<file path="config.mk">
export PLATFORM = sky130hd
export DESIGN_NAME = serial_adder
export DESIGN_NICKNAME = d
export VERILOG_FILES = /design/src/rtl/serial_adder_pkg.sv /design/src/rtl/serial_adder_fa.sv /design/src/rtl/serial_adder.sv
export SDC_FILE = /design/constraint.sdc
export NUM_CORES = 1
export LEC_CHECK = 0
export ABC_AREA = 1
export CORE_MARGIN = 2
export CORE_UTILIZATION = 52
export DETAILED_ROUTE_END_ITERATION = 8
export PLACE_DENSITY = 0.77
export SLEW_MARGIN = 10
export SYNTH_ARGS = -nofsm -noshare
export SYNTH_HDL_FRONTEND = slang
export SYNTH_SLANG_ARGS = --single-unit
</file>
<file path="constraint.sdc">
create_clock -name clk -period 1.66 [get_ports clk]
set_input_delay 0.332 -clock clk [delete_from_list [all_inputs] [get_ports clk]]
set_output_delay 0.332 -clock clk [all_outputs]
set_load 0.02 [all_outputs]
</file>
<file path="src/rtl/serial_adder_pkg.sv">
// Shared state encoding and counter sizing for the bit-serial adder.
package serial_adder_pkg;

    typedef enum logic [1:0] {
        ST_IDLE  = 2'd0,
        ST_SHIFT = 2'd1,
        ST_DONE  = 2'd2
    } state_t;

    function automatic int unsigned cnt_width(input int unsigned width);
        return $clog2(width);
    endfunction

endpackage

</file>
<file path="src/rtl/serial_adder_fa.sv">
// Single-bit full adder cell sequenced by serial_adder.
module serial_adder_fa (
    input  logic x,
    input  logic y,
    input  logic Cin,
    output logic S,
    output logic Cout
);

    assign S    = x ^ y ^ Cin;
    assign Cout = (x & y) | (Cin & (x ^ y));

endmodule

</file>
<file path="src/rtl/serial_adder.sv">
// Bit-serial adder: one FA cell walks LSB-first across latched operands,
// carry held in a flop; result, carry-out and signed overflow registered at the end.
module serial_adder
    import serial_adder_pkg::*;
#(
    parameter int unsigned WIDTH = 8
) (
    input  logic             clk,
    input  logic             rst_n,
    input  logic             start,
    input  logic [WIDTH-1:0] a,
    input  logic [WIDTH-1:0] b,
    input  logic             cin,
    output logic             busy,
    output logic             done,
    output logic [WIDTH-1:0] sum,
    output logic             cout,
    output logic             ovf
);

    localparam int unsigned CW = cnt_width(WIDTH);
    localparam logic [CW-1:0] CNT_LAST = CW'(WIDTH - 1);

    state_t           r_state;
    state_t           w_state_nxt;
    logic [WIDTH-1:0] r_opa;
    logic [WIDTH-1:0] r_opb;
    logic [WIDTH-2:0] r_psum;
    logic             r_carry;
    logic [CW-1:0]    r_cnt;
    logic [WIDTH-1:0] r_sum;
    logic             r_cout;
    logic             r_ovf;

    logic             w_s;
    logic             w_cout;
    logic             w_accept;
    logic             w_last;
    logic [WIDTH-1:0] w_psum_nxt;

    serial_adder_fa u_fa (
        .x    (r_opa[0]),
        .y    (r_opb[0]),
        .Cin  (r_carry),
        .S    (w_s),
        .Cout (w_cout)
    );

    // Partial sum keeps only WIDTH-1 bits; the final FA output supplies the MSB.
    assign w_psum_nxt = {w_s, r_psum};

    always_comb begin
        w_state_nxt = r_state;
        w_accept    = 1'b0;
        w_last      = 1'b0;
        busy        = 1'b0;
        done        = 1'b0;
        case (r_state)
            ST_IDLE: begin
                if (start) begin
                    w_accept    = 1'b1;
                    w_state_nxt = ST_SHIFT;
                end
            end
            ST_SHIFT: begin
                busy = 1'b1;
                if (r_cnt == CNT_LAST) begin
                    w_last      = 1'b1;
                    w_state_nxt = ST_DONE;
                end
            end
            ST_DONE: begin
                done = 1'b1;
                if (start) begin
                    w_accept    = 1'b1;
                    w_state_nxt = ST_SHIFT;
                end else begin
                    w_state_nxt = ST_IDLE;
                end
            end
            default: w_state_nxt = ST_IDLE;
        endcase
    end

    always_ff @(posedge clk or negedge rst_n) begin
        if (!rst_n) begin
            r_state <= ST_IDLE;
        end else begin
            r_state <= w_state_nxt;
        end
    end

    always_ff @(posedge clk or negedge rst_n) begin
        if (!rst_n) begin
            r_opa   <= '0;
            r_opb   <= '0;
            r_psum  <= '0;
            r_carry <= 1'b0;
            r_cnt   <= '0;
            r_sum   <= '0;
            r_cout  <= 1'b0;
            r_ovf   <= 1'b0;
        end else if (w_accept) begin
            r_opa   <= a;
            r_opb   <= b;
            r_carry <= cin;
            r_cnt   <= '0;
        end else if (r_state == ST_SHIFT) begin
            r_opa   <= r_opa >> 1;
            r_opb   <= r_opb >> 1;
            r_carry <= w_cout;
            r_psum  <= w_psum_nxt[WIDTH-1:1];
            // Explicit wrap keeps non-power-of-two widths inside 0..WIDTH-1.
            r_cnt   <= w_last ? '0 : r_cnt + 1'b1;
            if (w_last) begin
                r_sum  <= w_psum_nxt;
                r_cout <= w_cout;
                r_ovf  <= r_carry ^ w_cout;
            end
        end
    end

    assign sum  = r_sum;
    assign cout = r_cout;
    assign ovf  = r_ovf;

endmodule
</file>
# Yosys cells after proc, flatten, opt, wreduce, memory -nomap -nowiden
# Cells that the tools add are included.
# totals
out_inout_bits	12
regBits	39
elab_cells	47
# op_classes
add_sub_neg	1
reduce_logical	6
n_eq_ne	5
n_mux	19
n_bitwise	7
# op_table
operator	count
$mux 8	4
$mux 1	9
$mux 3	3
$pmux 2 s3	1
$mux 2	2
$ne 2x2->1 const B	2
$reduce_and 2->1	2
$add 3x1->3 const B	1
$eq 3x3->1 const B	1
$reduce_and 3->1	1
$xor 1x1->1	3
$and 1x1->1	2
$eq 2x1->1 const B	1
$eq 2x2->1 const B	1
$logic_not 2->1	1
$reduce_bool 2->1	1
$reduce_or 2->1	1
$not 1->1	1
$or 1x1->1	1

# Depth between registers and ports, before layout
# Gate-level depths: netlist of the first run.
# logic_depth
word_depth	6
mapped_depth	7
mapped_depth_nobuf	6

# By module
# A second synthesis of the first run with hierarchy kept.
# unflattened
cells_unflattened	221
area_unflattened_um2	1854.3
# modules_own_cells
module	area_per_inst_um2	seq_area_each_um2	n_inst	cells_each
serial_adder	1834.3	975.9	1	220
serial_adder_fa	20.0	0.0	1	1

# Least setup slack after synthesis of the first run
# No wires, ideal clock.
# synth_path
kind	reg-to-output
from	reg r_state[1]
to	out done
path_stages_with_launch	4
slack_ns	0.374
arrival_ns	0.954
path_buffers	1
cell_sequence	dfrtp_1 > inv_1 > clkbuf_1 > nor2_1
# synth_between
elab_chain_cells	2
# synth_lines
element	line	rtl
start: declaration	serial_adder.sv:24	state_t r_state;
start signal: assignment	serial_adder.sv:89	r_state <= w_state_nxt;
$eq 2x2->1	serial_adder.sv:58	case (r_state)
$mux 1	serial_adder.sv:58	
end: declaration	serial_adder.sv:15	output logic done,
# No other way between the ends.

# Final worst setup path of the first run
# layout_path
from	reg r_state[0]
to	out busy
# layout_between
elab_chain_cells	2
# layout_lines
element	line	rtl
$eq 2x1->1	serial_adder.sv:58	
$mux 1	serial_adder.sv:58	
end: declaration	serial_adder.sv:14	output logic busy,
# No other way between the ends.

==> results of run 1 <==
[critical path, delay by kind of cell (launching register included)]
family,cells,cell delay (ps)
buf+inv,2,380
flops,1,440
simple gates,1,100
[path summary, 6_finish.rpt]
| path | from | to | slack [ps] | cells after the start |
|---|---|---|---|---|
| setup / recovery | r_state[0] | busy | 70 | 3 |
| hold / removal | rst_n | r_psum[5] | 6 | 2 |
| setup reg to reg | r_cnt[1] | cout | 260 | 5 |
| hold reg to reg | r_opb[2] | r_opb[2] | 480 | 2 |
| max in group asynchronous | rst_n | r_state[0] | 1280 | 2 |
| min in group clk | r_opb[2] | r_opb[2] | 480 | 2 |
[synthesized netlist by cell type]
library cell | number | share of area
nand2_1 | 94 | 0.19
dfrtp_1 | 39 | 0.53
inv_1 | 29 | 0.060
nand3_1 | 20 | 0.055
o21ai_0 | 10 | 0.027
o21ai_2 | 7 | 0.034
nor2_1 | 4 | 0.0082
buf_2 | 2 | 0.0055
buf_6 | 2 | 0.012
clkbuf_1 | 2 | 0.0041
ha_1 | 2 | 0.014
nand2_2 | 2 | 0.0068
nand2_4 | 2 | 0.012
buf_4 | 1 | 0.0041
fa_1 | 1 | 0.011
inv_2 | 1 | 0.0021
inv_4 | 1 | 0.0034
nand4_1 | 1 | 0.0034
nor2_4 | 1 | 0.0062
xor2_1 | 1 | 0.0048
[per-layer routing]
layer,track usage,vias to the layer above,part of all wire
li1,-,762,-
met1,0.231,686,0.44
met2,0.352,41,0.51
met3,0.0429,5,0.043
met4,0.0652,0,0.013
met5,0,-,0
[power by group]
group	internal (mW)	switching [mW]
logic	0.715	1.08
registers	1.39	0.246
clock network	0.470	0.316
total	2.57	1.65
[metrics by stage]
stage / cells / power (mW) / hold slack (ps) / util
floorplan: 222 / 2.91 / 36.4 / -
global placement: 302 / 3.49 / 412 / 0.660
detailed placement: 302 / 3.56 / 411 / 0.660
CTS: 310 / 4.27 / 21.4 / 0.686
global route: 310 / 4.59 / 36.7 / 0.687
finish: 310 / 4.22 / 5.95 / 0.687
[sequential cells by signal, indices dropped and copies added, names as in the netlist]
register,cells
r_psum,7
r_state,2
ovf,1
r_carry,1
sum,8
r_opa,8
cout,1
r_opb,8
r_cnt,3
[cell type report]
| type | instances | share of cell area |
|---|---|---|
| Clock buffer | 6 | 0.0179 |
| Timing Repair Buffer | 41 | 0.160 |
| Sequential cell | 39 | 0.423 |
| Inverter | 31 | 0.0514 |
| Clock inverter | 2 | 0.0260 |
| Multi-Input combinational cell | 145 | 0.297 |
| Tap cell | 46 | 0.0249 |
[what timing repair did]
action                     CTS  global route
hold buffers                 0             0
gates resized for setup     12             2
setup endpoints to repair   11             2
[kinds of logic (layout without fill, tap and decap cells)]
family	count (synthesis)	after routing	synth area share
buffers and inverters	38	80	0.0910
AND/OR/NAND/NOR	124	124	0.285
flip-flops	39	39	0.534
XOR/XNOR	1	1	0.00479
AO/OA/AOI/OAI	17	17	0.0609
adder cells (fa/ha/maj)	3	3	0.0246
==> results summary, run 1 <==
Of the synthesized area, sequential elements account for 0.534. The first global-routing pass estimated 6150 microns of wire. Synthesis instantiated 20 different standard cells from the library. The repair_antennas step left the layout with diodes totalling 0. The kind of end point of the critical path is a primary output. The setup total negative slack came out at 0 ps. The number of H-tree levels came out at 2. The biggest cell delay along the critical path came out at 440 ps. The floorplan core area came out at 3360 sq um.

The die covers 4010 sq um. The number of hold-slack violations in the final timing report is 0. The top cell types in the final layout, fill and taps aside, are 94 x nand2_1, 38 x dfrtp_1, 29 x inv_1. The aggregate global routing overflow came out at 0. The flow ran to the end, and the final reports show no timing, DRC or antenna violations. In this run, CTS created clock tree buffers numbering 5. The final setup slack of the worst path is 70.2 ps. The count of buffers from port buffering came out at 31. The worst endpoint data arrival time is 1260 ps. The via count of the first global-routing pass is 1404. TritonCTS built the clock tree.

The detailed-routing iteration count for the pre-antenna-repair pass came out at 4. In the finished design, the share of the clock period the worst path needs comes to 0.958. For this design the top-level I/O count stands at 32. For this run, the total global-route usage over all layers was measured as 0.196. The net count after synthesis came out at 245.

The clock transition at the register clock pins on the worst setup and hold paths after CTS is 120 ps. The number of warnings issued by yosys came out at 0. The per-instance average area after synthesis is 8.23 sq um. The critical path is of the flip-flop to primary output type.

Registers take 977 sq um. The library cell used most frequently in the layout, excluding fill and tap cells, is nand2_1. The relative max-transition margin came out at 0.675. After technology mapping, the gate count stands at 222. After detailed routing, the number of vias per cell comes to 4.82. After filler insertion, the fill cell instance count of the layout stands at 322. At the placement stage, the worst setup path has a slack of 98.6 ps.

Setup repair after global routing left no endpoint under its margin. The achievable clock frequency is 629 MHz. After detailed routing, the total wire length is 3400 microns. The area used by multi-input combinational logic is 686 sq um. The overall die height is 63.3 microns. From left edge to right edge, the die measures 63.3 microns.

On the critical path, the stage with the largest delay is an instance of dfrtp_2. For this run, design rule violations remaining after detail routing come to 0. The number of antenna violations at the first check in global routing is 0. Clock tree synthesis selected as its root buffer the cell clkbuf_4.

The initial cell density of the core is 0.544. The HPWL after detailed placement is 2410 microns. The kind of start point of the critical path is a flip-flop. The maximum fanout encountered on the critical timing path is 5. The DRC violation total after the first TritonRoute iteration came out at 90. The leakage dissipation came out at 1.28 nW. The peak ir drop on the vdd network is 781 uV.

The routed layout has 1494 vias. The number of nets at the end of the flow is 286. The post-route standard cell area excluding fillers is 2310 sq um. Entering global routing, the biggest net connects 40 pins. The number of max-capacitance violations reported came out at 0. The post-synthesis register bit count is 39.

Data on the critical path is required at its endpoint by 1330 ps. The share of layout cells above drive strength 1 is 0.125. The final critical path time including I/O delays and setup came out at 1590 ps.

The slew at the pin with the worst max-slew slack came out at 487 ps. The count of nets left with antenna violations once routing finished came out at 0. Summing all placed instances gives a cell area of 2220 sq um.

The worst clock skew on the final layout is 4.33 ps. Setup violations remaining at the end of the flow were counted as 0. The worst hold-check path type is input pin to async pin. The total power density per cell area came out at 1830 nW/um^2. The count of buffers added by post-CTS timing repair for setup is 0. The routed wirelength normalized by instance count came out at 11.0 microns. The maximum number of buffers from clock root to sink is 2.

The critical path goes through inv_2, nor2_4, clkdlybuf4s15_1. The final weighted congestion in routability-driven placement is 0.778. The number of cell rows came out at 21.

The count of clock tree sinks is 39. The clock latency on the worst-skew pair came out at 350 ps. In this run the cell area of the synthesized design comes to 1830 sq um.

The final count of pins violating max slew came out at 0. The synthesis-to-finish area growth came out at 26.4%.
No activity file was read; power rests on OpenSTA's default activity.
==> inputs of run 2 (changes only) <==
Settings changed: SKIP_LAST_GASP from default to 1.
==> results of run 2 <==
The final DEF is identical to that of run 1; final timing and power are the same.
